===== config.mk =====
export PLATFORM = sky130hd
export DESIGN_NAME = k7_sdram_loader_flat
export DESIGN_NICKNAME = d
export VERILOG_FILES = /design/src/rtl/k7_pkg.sv /design/src/rtl/k7_sdram_loader_if.sv /design/src/rtl/k7_wr_fifo.sv /design/src/rtl/k7_sdram_loader.sv /design/src/flat_wrapper.sv
export SDC_FILE = /design/constraint.sdc
export NUM_CORES = 1
export LEC_CHECK = 0
export CORE_UTILIZATION = 49
export CTS_CLUSTER_SIZE = 25
export DETAILED_ROUTE_END_ITERATION = 12
export GPL_TIMING_DRIVEN = 0
export PLACE_DENSITY = 0.81
export SYNTH_ARGS = -nofsm -noshare
export SYNTH_HDL_FRONTEND = slang
export SYNTH_SLANG_ARGS = --single-unit

===== constraint.sdc =====
create_clock -name clk_sys -period 4.32 [get_ports clk_sys]
set_input_delay 0.864 -clock clk_sys [delete_from_list [all_inputs] [get_ports clk_sys]]
set_output_delay 0.864 -clock clk_sys [all_outputs]
set_load 0.005 [all_outputs]

===== src/rtl/k7_pkg.sv =====
// Shared types and defaults for the tape SDRAM loader.
// The write FIFO entry layout and the scheduler state enum live here.
package k7_pkg;

    localparam int unsigned K7_ADDR_W     = 23;
    localparam logic [7:0]  K7_TAPE_INDEX = 8'd1;

    typedef enum logic [1:0] {
        ST_IDLE = 2'd0,
        ST_WR   = 2'd1,
        ST_RD   = 2'd2
    } state_t;

    typedef struct packed {
        logic [K7_ADDR_W-1:0] addr;
        logic [7:0]           data;
    } wr_entry_t;

    localparam int unsigned K7_ENTRY_W = $bits(wr_entry_t);

endpackage


===== src/rtl/k7_sdram_loader_if.sv =====
// Byte-wide request/ready port towards the shared SDRAM controller.
interface k7_sdram_loader_if #(
    parameter int unsigned ADDR_W = 23
);
    logic [ADDR_W-1:0] addr;
    logic [7:0]        din;
    logic              we;
    logic              rd;
    logic [7:0]        dout;
    logic              ready;

    modport master (output addr, din, we, rd, input dout, ready);
    modport slave  (input addr, din, we, rd, output dout, ready);
endinterface


===== src/rtl/k7_wr_fifo.sv =====
// Small synchronous FIFO; pointers carry one extra wrap bit to tell full from empty.
module k7_wr_fifo #(
    parameter int unsigned DEPTH = 4,
    parameter int unsigned WIDTH = 8
) (
    input  logic             clk,
    input  logic             reset_n,
    input  logic             push,
    input  logic             pop,
    input  logic [WIDTH-1:0] din,
    output logic             full,
    output logic             empty,
    output logic [WIDTH-1:0] head
);
    localparam int unsigned IDX_W = $clog2(DEPTH);
    localparam int unsigned PTR_W = IDX_W + 1;

    logic [WIDTH-1:0] mem [DEPTH];
    logic [PTR_W-1:0] wr_ptr;
    logic [PTR_W-1:0] rd_ptr;

    always_ff @(posedge clk) begin
        if (!reset_n) begin
            wr_ptr <= '0;
            rd_ptr <= '0;
        end else begin
            if (push) wr_ptr <= wr_ptr + PTR_W'(1);
            if (pop)  rd_ptr <= rd_ptr + PTR_W'(1);
        end
    end

    // A push while full is only issued together with a pop, so it lands in the slot being freed.
    always_ff @(posedge clk) begin
        if (push) mem[wr_ptr[IDX_W-1:0]] <= din;
    end

    assign empty = (wr_ptr == rd_ptr);
    assign full  = (wr_ptr[PTR_W-1] != rd_ptr[PTR_W-1]) &&
                   (wr_ptr[IDX_W-1:0] == rd_ptr[IDX_W-1:0]);
    assign head  = mem[rd_ptr[IDX_W-1:0]];

endmodule


===== src/rtl/k7_sdram_loader.sv =====
// Streams tape downloads into SDRAM via a write FIFO and serves cassette byte reads,
// with writes always taking priority over reads on the shared port.
module k7_sdram_loader
    import k7_pkg::*;
#(
    parameter int unsigned ADDR_W     = K7_ADDR_W,
    parameter int unsigned FIFO_DEPTH = 4,
    parameter logic [7:0]  TAPE_INDEX = K7_TAPE_INDEX
) (
    input  logic              clk_sys,
    input  logic              reset_n,
    input  logic              ioctl_download,
    input  logic [7:0]        ioctl_index,
    input  logic              ioctl_wr,
    input  logic [24:0]       ioctl_addr,
    input  logic [7:0]        ioctl_dout,
    input  logic              tape_rd,
    input  logic [ADDR_W-1:0] tape_addr,
    output logic [7:0]        tape_data,
    output logic              tape_valid,
    k7_sdram_loader_if.master sdram,
    output logic [ADDR_W-1:0] tape_len,
    output logic              tape_loaded,
    output logic              loading,
    output logic              overflow
);
    logic        dl_q;
    logic        tape_act;
    logic        done;
    logic        rise_c;
    logic        fall_c;
    logic        start_c;
    logic        act_c;
    logic        wr_c;
    logic        oob_c;
    logic        push_c;
    logic        pop_c;
    logic        fifo_full;
    logic        fifo_empty;
    wr_entry_t   fifo_din;
    wr_entry_t   fifo_head;

    logic [ADDR_W:0]   len_inc_c;
    logic [ADDR_W-1:0] len_sat_c;
    logic [ADDR_W-1:0] len_base_c;

    logic              pend;
    logic [ADDR_W-1:0] pend_addr;
    logic              pend_take_c;

    state_t            state;
    state_t            state_n;
    logic [ADDR_W-1:0] addr_n;
    logic [7:0]        din_n;
    logic              we_n;
    logic              rd_n;
    logic [7:0]        data_n;
    logic              valid_n;

    // Download window: the select decision is taken on the rising edge of ioctl_download.
    assign rise_c  = ioctl_download & ~dl_q;
    assign fall_c  = ~ioctl_download & dl_q;
    assign start_c = rise_c & (ioctl_index == TAPE_INDEX);
    assign act_c   = ioctl_download & (rise_c ? (ioctl_index == TAPE_INDEX) : tape_act);

    assign wr_c   = ioctl_wr & act_c;
    assign oob_c  = (ioctl_addr >> ADDR_W) != '0;
    assign pop_c  = (state == ST_WR) & sdram.ready;
    assign push_c = wr_c & ~oob_c & (~fifo_full | pop_c);

    assign fifo_din.addr = K7_ADDR_W'(ioctl_addr[ADDR_W-1:0]);
    assign fifo_din.data = ioctl_dout;

    assign len_inc_c  = (ADDR_W+1)'(ioctl_addr[ADDR_W-1:0]) + (ADDR_W+1)'(1);
    assign len_sat_c  = len_inc_c[ADDR_W] ? '1 : len_inc_c[ADDR_W-1:0];
    assign len_base_c = start_c ? '0 : tape_len;

    assign loading = tape_act | ~fifo_empty;

    k7_wr_fifo #(
        .DEPTH (FIFO_DEPTH),
        .WIDTH (K7_ENTRY_W)
    ) u_fifo (
        .clk     (clk_sys),
        .reset_n (reset_n),
        .push    (push_c),
        .pop     (pop_c),
        .din     (fifo_din),
        .full    (fifo_full),
        .empty   (fifo_empty),
        .head    (fifo_head)
    );

    // Download bookkeeping: length, overflow and completion status.
    always_ff @(posedge clk_sys) begin
        if (!reset_n) begin
            dl_q        <= 1'b0;
            tape_act    <= 1'b0;
            done        <= 1'b0;
            tape_len    <= '0;
            tape_loaded <= 1'b0;
            overflow    <= 1'b0;
        end else begin
            dl_q     <= ioctl_download;
            tape_act <= act_c;
            overflow <= (overflow & ~start_c) | (wr_c & ~push_c);
            if (push_c && (len_sat_c > len_base_c)) tape_len <= len_sat_c;
            else                                    tape_len <= len_base_c;
            if (start_c) begin
                done        <= 1'b0;
                tape_loaded <= 1'b0;
            end else if (fall_c && tape_act) begin
                done <= 1'b1;
            end else if (done && fifo_empty && (state == ST_IDLE)) begin
                tape_loaded <= 1'b1;
            end
        end
    end

    // Pending read: latest request wins; taken when the read is launched.
    always_ff @(posedge clk_sys) begin
        if (!reset_n) begin
            pend      <= 1'b0;
            pend_addr <= '0;
        end else if (tape_rd) begin
            pend      <= 1'b1;
            pend_addr <= tape_addr;
        end else if (pend_take_c) begin
            pend <= 1'b0;
        end
    end

    always_ff @(posedge clk_sys) begin
        if (!reset_n) begin
            state      <= ST_IDLE;
            sdram.addr <= '0;
            sdram.din  <= '0;
            sdram.we   <= 1'b0;
            sdram.rd   <= 1'b0;
            tape_data  <= '0;
            tape_valid <= 1'b0;
        end else begin
            state      <= state_n;
            sdram.addr <= addr_n;
            sdram.din  <= din_n;
            sdram.we   <= we_n;
            sdram.rd   <= rd_n;
            tape_data  <= data_n;
            tape_valid <= valid_n;
        end
    end

    always_comb begin
        state_n     = state;
        addr_n      = sdram.addr;
        din_n       = sdram.din;
        we_n        = sdram.we;
        rd_n        = sdram.rd;
        data_n      = tape_data;
        valid_n     = 1'b0;
        pend_take_c = 1'b0;
        case (state)
            ST_IDLE: begin
                if (!fifo_empty) begin
                    state_n = ST_WR;
                    addr_n  = ADDR_W'(fifo_head.addr);
                    din_n   = fifo_head.data;
                    we_n    = 1'b1;
                end else if (pend && !act_c) begin
                    state_n     = ST_RD;
                    addr_n      = pend_addr;
                    rd_n        = 1'b1;
                    pend_take_c = 1'b1;
                end
            end
            ST_WR: begin
                if (sdram.ready) begin
                    we_n    = 1'b0;
                    state_n = ST_IDLE;
                end
            end
            ST_RD: begin
                if (sdram.ready) begin
                    data_n  = sdram.dout;
                    valid_n = 1'b1;
                    rd_n    = 1'b0;
                    state_n = ST_IDLE;
                end
            end
            default: begin
                we_n    = 1'b0;
                rd_n    = 1'b0;
                state_n = ST_IDLE;
            end
        endcase
    end

endmodule


===== src/flat_wrapper.sv =====
// flat-port wrapper written by rule: the top's interface ports become plain ports
module k7_sdram_loader_flat import k7_pkg::*;
#(
    parameter int unsigned ADDR_W     = K7_ADDR_W,
    parameter int unsigned FIFO_DEPTH = 4,
    parameter logic [7:0]  TAPE_INDEX = K7_TAPE_INDEX
)
  (clk_sys, reset_n, ioctl_download, ioctl_index, ioctl_wr, ioctl_addr, ioctl_dout, tape_rd, tape_addr, tape_data, tape_valid, tape_len, tape_loaded, loading, overflow, sdram_addr, sdram_din, sdram_we, sdram_rd, sdram_dout, sdram_ready);
  k7_sdram_loader_if #(.ADDR_W(ADDR_W)) sdram_i ();
  input  logic clk_sys;
  input  logic reset_n;
  input  logic ioctl_download;
  input  logic [7:0] ioctl_index;
  input  logic ioctl_wr;
  input  logic [24:0] ioctl_addr;
  input  logic [7:0] ioctl_dout;
  input  logic tape_rd;
  input  logic [ADDR_W-1:0] tape_addr;
  output logic [7:0] tape_data;
  output logic tape_valid;
  output logic [ADDR_W-1:0] tape_len;
  output logic tape_loaded;
  output logic loading;
  output logic overflow;
  output wire logic [$bits(sdram_i.addr)-1:0] sdram_addr;
  output wire logic [$bits(sdram_i.din)-1:0] sdram_din;
  output wire logic [$bits(sdram_i.we)-1:0] sdram_we;
  output wire logic [$bits(sdram_i.rd)-1:0] sdram_rd;
  input wire logic [$bits(sdram_i.dout)-1:0] sdram_dout;
  input wire logic [$bits(sdram_i.ready)-1:0] sdram_ready;
  assign sdram_addr = sdram_i.addr;
  assign sdram_din = sdram_i.din;
  assign sdram_we = sdram_i.we;
  assign sdram_rd = sdram_i.rd;
  assign sdram_i.dout = sdram_dout;
  assign sdram_i.ready = sdram_ready;
  k7_sdram_loader #(.ADDR_W(ADDR_W), .FIFO_DEPTH(FIFO_DEPTH), .TAPE_INDEX(TAPE_INDEX)) u_core (.clk_sys(clk_sys), .reset_n(reset_n), .ioctl_download(ioctl_download), .ioctl_index(ioctl_index), .ioctl_wr(ioctl_wr), .ioctl_addr(ioctl_addr), .ioctl_dout(ioctl_dout), .tape_rd(tape_rd), .tape_addr(tape_addr), .tape_data(tape_data), .tape_valid(tape_valid), .sdram(sdram_i), .tape_len(tape_len), .tape_loaded(tape_loaded), .loading(loading), .overflow(overflow));
endmodule

### Yosys cells after proc, flatten, opt, wreduce, memory -nomap -nowiden

Memory sizes are Yosys's and may differ from the RTL's. A register that Yosys moved wholly into a read port is not among the register bits.
Index checks and enable logic that the tools add are counted.
Widths: inputs -> output; s select.

* bits in registers: 102
* memory bits (writable): 124
* bits of input ports: 78
* output and inout port bits: 68
* word-level logic and storage cells: 106
* memories kept: 1

* $add $sub $neg: 3
* order comparisons: 1
* equality and inequality tests: 14
* mux-type cells: 26
* bitwise logic cells: 24
* reduce and logical (&&, ||, !) cells: 20

Memory list
* u_core.u_fifo.mem: depth 4, width 31, rd ports 1, clocked after Yosys merged registers in 1, wr ports 1, RTL line k7_wr_fifo.sv:18 `logic [WIDTH-1:0] mem [DEPTH];`

Operators with widths (count)
* $mux 23: 5
* $reduce_bool 25->1: 1
* $add 23x1->24 const B: 1
* $gt 23x23->1: 1
* $mux 1: 13
* $reduce_and 2->1: 6
* $not 1->1: 11
* $and 1x1->1: 10
* $mux 2: 5
* $ne 2x2->1 const B: 5
* $eq 8x1->1 const B: 1
* $add 3x1->3 const B: 2
* $logic_and 1x1->1: 6
* $pmux 1 s3: 2
* $ne 2x1->1 const B: 2
* $pmux 2 s2: 1
* $reduce_and 4->1: 1
* $reduce_or 2->1: 2
* $eq 3x3->1: 1
* $ne 3x3->1 const B: 1
* $or 1x1->1: 3
* $reduce_and 3->1: 1
* $eq 2x1->1 const B: 1
* $eq 2x2->1: 1
* 5 further kinds: 5

### Longest topological paths before layout

Gate-level depths: netlist (run 1).

* word-level depth: 11
* depth in mapped cells: 15

### Modules after synthesis

From an unflattened synthesis (run 1), not the netlist that was laid out.

* cells, all modules: 788
* area total of the unflattened synthesis: 9905.8 µm²

Modules (own cells, without submodules)
* k7_sdram_loader: times used 1, cells an instance 586, area an instance 5028.6 µm²
* k7_wr_fifo: times used 1, cells an instance 202, area an instance 4877.2 µm²

### Worst setup path before layout (run 1)

OpenSTA, ideal clock, no wires.

* kind: input to register
* from: in ioctl_index[5]
* to: reg u_core.tape_len[2]
* library setup time: 115 ps
* arrival time: 4043 ps
* data required time: 4205 ps
* setup slack: 162 ps
* cell stages on the path: 14
* path buffers: 4
* path through: or4_4 > or4_1 > clkbuf_1 > clkbuf_1 > buf_1 > nand2_1 > ha_1 > a21oi_1 > nand2_1 > a221oi_1 > o211ai_1 > clkbuf_1 > and3_1 > o21a_1

* cells in the longest elaborated chain, start to end: 8
* elaborated cells between the ends (all ways): 11
* classes of those cells: order compare (1); eq/ne (1); mux (3); bitwise (5); reduce/logical (1)

Ends and longest elaborated chain
* start, declared: RTL line flat_wrapper.sv:13 `input logic [7:0] ioctl_index;`
* $eq 8x1->1 *: RTL line k7_sdram_loader.sv:63, k7_sdram_loader.sv:64
* parallel branches: the longest is 6 deep, another holds $gt 23x23->1
* $mux 23 *: RTL line k7_sdram_loader.sv:107 `if (push_c && (len_sat_c > len_base_c)) tape_len <= len_sat_c;`
* end signal, assigned: RTL line k7_sdram_loader.sv:107
* end signal, assigned: RTL line k7_sdram_loader.sv:108 `else tape_len <= len_base_c;`
* end, declared: RTL line k7_sdram_loader.sv:22 `output logic [ADDR_W-1:0] tape_len,`

Mark *: on every way between the ends.
A chain may end at the register's enable or synchronous reset.

### Final worst setup path (run 1)

* from: in ioctl_addr[13]
* to: reg u_core.tape_len[4]

* cells in the longest elaborated chain, start to end: 5

Ends and longest elaborated chain
* start, declared: RTL line flat_wrapper.sv:15 `input logic [24:0] ioctl_addr;`
* $add 23x1->24 *: RTL line k7_sdram_loader.sv:74 `assign len_inc_c = (ADDR_W+1)'(ioctl_addr[ADDR_W-1:0]) + (ADDR_W+1)'(1);`
* $mux 23 *: RTL line k7_sdram_loader.sv:75 `assign len_sat_c = len_inc_c[ADDR_W] ? '1 : len_inc_c[ADDR_W-1:0];`
* $gt 23x23->1: RTL line k7_sdram_loader.sv:107
* $logic_and 1x1->1: RTL line k7_sdram_loader.sv:107
* $mux 23 *: RTL line k7_sdram_loader.sv:107

Every way passes the cells marked *; elsewhere a longest branch is shown, timed or not.

==> results_dict.tcl, run 1 <==
set metrics [dict create \
    die-height_um 144.1 \
    period_share_pct 96.05 \
    finalSetupViolCount 0 \
    num_vias 7151 \
    synth.distinct_cells 53 \
    crit_path_start_kind "primary input" \
    syn_nets 900 \
    overflow 0 \
    synth-edff-count 124 \
    clk_pin_slew_ns 0.06 \
    place_inst 1199 \
    first_pass_iters 5 \
    vias_per_cell 5.716 \
    hold_viol 0 \
    antenna_found_initial 0 \
    hp-start "u_core.sdram.din[3]" \
    switching_share_pct 21.49 \
    slew_violations 0 \
    start_util_pct 50.36 \
    postCtsHoldBufs 0 \
    relSlewSlack_pct 37.39 \
    ys.warnings.count 0 \
    worstSetupPathType "primary input to register" \
    synthToLayoutAreaGrowth_pct 27.32 \
    design.die.area_mm2 0.02077 \
    postLayoutCoreUtil_pct 64.11 \
    htreeDepth 1 \
    min_path_type "register to register" \
    switchingPower_uw 1007 \
    clock_latency_ns 0.52 \
    routabilityCongestion 0.8675 \
    pwr_density_cell_mw_per_mm2 372.0 \
    portBuffers 144 \
    ys_seq_area_share_pct 58.66 \
    finalPower_uw 4687 \
    syn_inst 790 \
    status "complete, no violations" \
    grt_pass1_wl_mm 37.73 \
    num_io_pins 146 \
    drive_gt1_share_pct 11.05 \
    ys.flop_type "edfxtp_1" \
    cts_tree "yes" \
    core_mm2 0.01965 \
    peakVddDrop_mv 0.2356 \
    cts_root_buffer "clkbuf_16" \
    cp.arrival_ns 4.56 \
    clock_sinks 228 \
    crit_start "ioctl_addr[13]" \
    rows 51 \
    tightestPinTransition_ns 0.9391 \
    die_w_um 144.1 \
    diodes 0 \
    finalCriticalPeriod_ns 4.149 \
    tns_ns 0 \
    cp_max_fo 10 \
    grtUsageTotal_pct 24.26 \
    dp_hpwl_mm 17.34 \
    cts_buffer_depth 3 \
    cts_buffers 24 \
    grt_pass1_vias 7110 \
    grt_start_max_net_pins 33 \
    pwr-share-comb_pct 6.8 \
    r2r_start "u_core.dl_q" \
    syn_area_mm2 0.009897 \
    p_seq_share_pct 49.6 \
    maxCapViolCount 0 \
    cp.required_ns 4.73 \
    end_kind "register" \
    nets 1078 \
    finalClockSkew_ns 0.01075 \
    power_leakage_uw 0.004523 \
    p_int_uw 3680 \
    final_cells 1251 \
    avgSynthCellArea_um2 12.53 \
    p_clk_share_pct 43.7 \
    wl_per_cell_um 20.01 \
    routed_wirelength_mm 25.03 \
    ys_seq_elements 228 \
    async_flop_share_pct 0 \
    fmax_ghz 0.2410 \
    first_iter_violations 540 \
    drc 0 \
    ant_nets 0 \
]
-- kinds of logic (layout without fill, tap and decap cells) --
| family | count (synthesis) | in the layout | synth area share [%] |
|---|---|---|---|
| AND/OR/NAND/NOR | 260 | 260 | 12.60 |
| flip-flops | 228 | 228 | 58.66 |
| multiplexers | 99 | 99 | 13.97 |
| AO/OA/AOI/OAI | 92 | 92 | 6.523 |
| buffers and inverters | 59 | 255 | 2.427 |
| adder cells (fa/ha/maj) | 32 | 32 | 4.045 |
| XOR/XNOR | 20 | 20 | 1.770 |
-- area by class of cell --
| class | count | area, µm² |
|---|---|---|
| Buffer | 45 | 197.7 |
| Clock buffer | 36 | 696.9 |
| Clock inverter | 8 | 87.58 |
| Fill cell | 1490 | 7053 |
| Inverter | 12 | 45.04 |
| Multi-Input combinational cell | 503 | 3895 |
| Sequential cell | 228 | 5806 |
| Tap cell | 265 | 331.6 |
| Timing Repair Buffer | 154 | 1541 |
-- cells in the mapped netlist (2+ instances only) --
| library cell | instances | area (µm²) |
|---|---|---|
| xor2_1 | 6 | 52.55 |
| o221a_2 | 2 | 22.52 |
| and4_1 | 5 | 43.79 |
| xnor2_1 | 14 | 122.6 |
| buf_2 | 3 | 15.01 |
| buf_1 | 9 | 33.78 |
| a31oi_1 | 2 | 12.51 |
| nand3b_1 | 2 | 15.01 |
| nand4_1 | 10 | 62.56 |
| a21o_1 | 2 | 15.01 |
| ha_1 | 32 | 400.4 |
| o31ai_1 | 25 | 187.7 |
| nor2_1 | 49 | 183.9 |
| nor3_1 | 4 | 20.02 |
| nand3_1 | 66 | 330.3 |
| and2_1 | 8 | 50.05 |
| o21ai_0 | 5 | 25.02 |
| a41o_1 | 2 | 20.02 |
| a21oi_1 | 33 | 165.2 |
| nand2_1 | 92 | 345.3 |
| or3_1 | 2 | 12.51 |
| clkbuf_1 | 33 | 123.9 |
| o31ai_4 | 2 | 42.54 |
| nor2b_1 | 2 | 12.51 |
| mux2_2 | 3 | 33.78 |
| dfxtp_1 | 104 | 2082 |
| a21boi_0 | 2 | 15.01 |
| and3_1 | 5 | 31.28 |
| o21a_1 | 4 | 30.03 |
| nor4_1 | 5 | 31.28 |
| edfxtp_1 | 124 | 3724 |
| inv_1 | 11 | 41.29 |
| mux2i_1 | 65 | 650.6 |
| a211oi_1 | 6 | 45.04 |
| or4_1 | 3 | 22.52 |
| mux4_2 | 31 | 698.2 |
-- path summary, 6_finish.rpt --
path	to	slack (ns)	cells after the start
min	u_core.sdram.din[3]	0.45	2
max	u_core.tape_len[4]	0.17	16
max reg2reg	u_core.tape_len[4]	1.23	12
min reg2reg	u_core.sdram.din[3]	0.45	2
-- layout by cell type, fill, tap and decap left out, drive strengths merged, types with 2 or more instances in the layout --
| cell type | n |
|---|---|
| a211oi | 6 |
| a21boi | 2 |
| a21o | 2 |
| a21oi | 33 |
| a31oi | 2 |
| a41o | 2 |
| and2 | 8 |
| and3 | 5 |
| and4 | 5 |
| buf | 23 |
| bufinv | 2 |
| clkbuf | 70 |
| clkdlybuf4s50 | 128 |
| clkinv | 7 |
| dfxtp | 104 |
| dlymetal6s2s | 14 |
| edfxtp | 124 |
| ha | 32 |
| inv | 11 |
| mux2 | 3 |
| mux2i | 65 |
| mux4 | 31 |
| nand2 | 93 |
| nand3 | 66 |
| nand3b | 2 |
| nand4 | 10 |
| nor2 | 49 |
| nor2b | 2 |
| nor3 | 4 |
| nor4 | 5 |
| nor4b | 2 |
| o21a | 4 |
| o21ai | 6 |
| o221a | 2 |
| o31ai | 27 |
| or3 | 2 |
| or4 | 4 |
| xnor2 | 14 |
| xor2 | 6 |
-- power by group through the flow --
stage                     logic (µW)  clock network [µW]  registers [µW]
after global placement           299                   0            2370
final                            317                2050            2320
after global routing             342                2150            2320
after detailed placement         307                   0            2370
after floorplan                  138                   0            2370
after CTS                        312                2060            2320
-- critical path, stage by stage --
cell and delay (ns):
clkdlybuf4s50_1 0.65, and4_1 0.32, and3_1 0.17, clkbuf_1 0.20, nand3b_1 0.21, clkbuf_2 0.24, nand2_1 0.09, ha_1 0.24
a211oi_1 0.25, o21ai_0 0.13, a211oi_1 0.28, o211ai_1 0.14, buf_4 0.19, clkbuf_2 0.18, and3_1 0.22, o21a_1 0.18
-- sequential cells by signal, indices dropped and copies added, names as in the netlist, named ones only --
register,count
u_core.sdram.we,1
u_core.dl_q,1
u_core.overflow,1
u_core.pend,1
u_core.tape_len,23
u_core.tape_valid,1
u_core.pend_addr,23
u_core.u_fifo.rd_ptr,3
u_core.tape_loaded,1
u_core.tape_act,1
u_core.u_fifo.mem,124
u_core.done,1
u_core.sdram.addr,23
u_core.tape_data,8
u_core.sdram.rd,1
u_core.state,2
u_core.u_fifo.wr_ptr,3
u_core.sdram.din,8
-- metal layers --
metal,GRT usage (%),wire length [µm],up-vias
li1,-,-,3317
met1,30.05,10180,3463
met2,41.65,12010,324
met3,5.199,2222,47
met4,8.847,622,0
met5,0,0,-
-- per-stage QoR --
| step | hold WS [ns] | instance area, µm² | setup WS [ns] |
|---|---|---|---|
| after floorplan | 0.4320 | 9897 | 0.1620 |
| after global placement | 0.4415 | 11670 | -1.098 |
| after detailed placement | 0.4471 | 11670 | -1.148 |
| after CTS | 0.4553 | 12510 | 0.06447 |
| after global routing | 0.4838 | 12600 | -0.0006208 |
| final | 0.4532 | 12600 | 0.1708 |
-- what timing repair did --
item	4_1_cts	5_1_grt
buffers inserted	5	5
gates resized for setup	9	26
pin swaps	2	1
cloned	0	0
endpoints found under the setup margin	23	16
Power figures use the tool's default switching activity.
==> run 2: changes to the inputs <==
Settings changed: CORE_UTILIZATION 49 to 55, HOLD_SLACK_MARGIN set to 0.02, PLACE_DENSITY 0.81 to 0.86.
Clock period 4.32 ns to 5.2 ns, I/O delays scaled along.
==> results_dict.tcl, run 2 (same netlist as run 1, synthesis figures left out) <==
set metrics [dict create \
    relSlewSlack_pct 37.38 \
    slew_violations 0 \
    worstSetupPathType "primary input to register" \
    start_util_pct 56.82 \
    clock_latency_ns 0.50 \
    hold_depth 2 \
    cts_root_buffer "clkbuf_16" \
    setup_ws_ns 0.2842 \
    design.die.area_mm2 0.01854 \
    first_pass_iters 5 \
    cp_max_fo 10 \
    postLayoutCoreUtil_pct 71.54 \
    finalCriticalPeriod_ns 4.916 \
    period_share_pct 94.53 \
    portBuffers 144 \
    nets 1074 \
    placed_area_mm2 0.01162 \
    regArea_mm2 0.005806 \
    first_iter_violations 511 \
    wl_per_cell_um 20.29 \
    finalSetupViolCount 0 \
    die_w_um 136.1 \
    cp.required_ns 5.61 \
    core_mm2 0.01742 \
    drive_gt1_share_pct 9.397 \
    cts_buffer_depth 3 \
    status "complete, no violations" \
    clk_pin_slew_ns 0.06 \
    synthToLayoutAreaGrowth_pct 25.89 \
    pwr-share-comb_pct 6.6 \
    overflow 0 \
    pre_cts_ws_ns -0.4773 \
    hold_slack_ns 0.4526 \
    vias_per_cell 5.879 \
    crit_path_start_kind "primary input" \
    p_clk_share_pct 44.2 \
    peakVddDrop_mv 0.2358 \
    final_cell_mix "144 x clkdlybuf4s50_1, 124 x edfxtp_1, 104 x dfxtp_1, 92 x nand2_1, 66 x nand3_1" \
    p_seq_share_pct 49.2 \
    htreeDepth 1 \
    hold_viol 0 \
    reg2reg_depth 14 \
    largest_register_ffs 124 \
    cts_tree "yes" \
    pwr_density_cell_mw_per_mm2 315.0 \
    n_fill_cell 1156 \
    fmax_ghz 0.2034 \
    grtUsageTotal_pct 26.93 \
    drc 0 \
    grt_pass1_wl_mm 37.95 \
    clock_sinks 228 \
    end_kind "register" \
    grt_start_max_net_pins 33 \
    die-height_um 136.1 \
    tightestPinTransition_ns 0.9393 \
    diodes 0 \
    rows 48 \
    design_area_mm2 0.01246 \
    p_int_uw 3101 \
    num_io_pins 146 \
    min_path_type "register to register" \
    num_vias 7078 \
    maxCapViolCount 0 \
    grt_pass1_vias 7151 \
    multi_input_area_mm2 0.003867 \
    cts_buffers 23 \
    power_leakage_uw 0.004359 \
    rsz0062_at_grt "false" \
    finalClockSkew_ns 0.008537 \
    routabilityCongestion 0.8908 \
    switchingPower_uw 823.7 \
    dp_hpwl_mm 17.10 \
    cp.arrival_ns 5.32 \
    antenna_found_initial 0 \
    switching_share_pct 20.99 \
    routed_wirelength_mm 24.43 \
    tns_ns 0 \
    layout_commonest_cell "clkdlybuf4s50_1" \
    ant_nets 0 \
]
run 2: cell type report:
type / count / share of cell area [%]
clock buffer: 30 / 4.830
buffer: 47 / 1.587
timing repair buffer: 149 / 11.87
clock inverter: 10 / 1.456
sequential: 228 / 46.60
tap: 225 / 2.259
inverter: 12 / 0.3615
multi-input combinational: 503 / 31.04
run 2: what timing repair did:
item                                    CTS  global route
endpoints found under the hold margin     0             0
resized for setup                         0             6
hold buffers                              0             0
setup buffers                             0             5
endpoints found under the setup margin    0            23
run 2: through the flow:
step | power [µW] | std cells
3_3_place_gp | 2213 | 1159
5_1_grt | 4034 | 1204
4_1_cts | 3935 | 1199
3_5_place_dp | 2221 | 1159
2_1_floorplan | 2080 | 790
6_report | 3924 | 1204
run 2: path summary, 6_finish.rpt:
path / end / slack (ns) / from
worst max-delay path: u_core.tape_len[16] / 0.28 / ioctl_index[5]
worst min-delay path: u_core.sdram.din[2] / 0.45 / u_core.sdram.din[2]
worst max register to register: u_core.tape_len[16] / 1.40 / u_core.dl_q
worst min register to register: u_core.sdram.din[2] / 0.45 / u_core.sdram.din[2]
run 2: critical path: stages:
cell	delay, ns
clkdlybuf4s50_1	0.40
or4_4	0.57
or4_1	0.57
clkbuf_1	0.20
clkbuf_1	0.27
buf_1	0.30
nand2_1	0.13
ha_1	0.26
o21ai_0	0.19
o21ai_0	0.11
a211oi_1	0.35
o211ai_1	0.20
buf_4	0.20
buf_4	0.12
and4_1	0.19
a211oi_1	0.20
run 2: power by group through the flow:
| stage | combinational [µW] | clock (µW) | sequential [µW] |
|---|---|---|---|
| after detailed placement | 252 | 0 | 1970 |
| final | 259 | 1730 | 1930 |
| after global routing | 282 | 1820 | 1930 |
| after floorplan | 115 | 0 | 1970 |
| after CTS | 254 | 1750 | 1930 |
| after global placement | 245 | 0 | 1970 |
run 2: per-layer routing:
| layer | GRT usage, % | routed length, µm | vias to the layer above |
|---|---|---|---|
| met5 | 0 | 0 | - |
| met2 | 45.94 | 11790 | 324 |
| met4 | 9.938 | 747 | 0 |
| li1 | - | - | 3306 |
| met1 | 34.39 | 9939 | 3394 |
| met3 | 4.549 | 1957 | 54 |
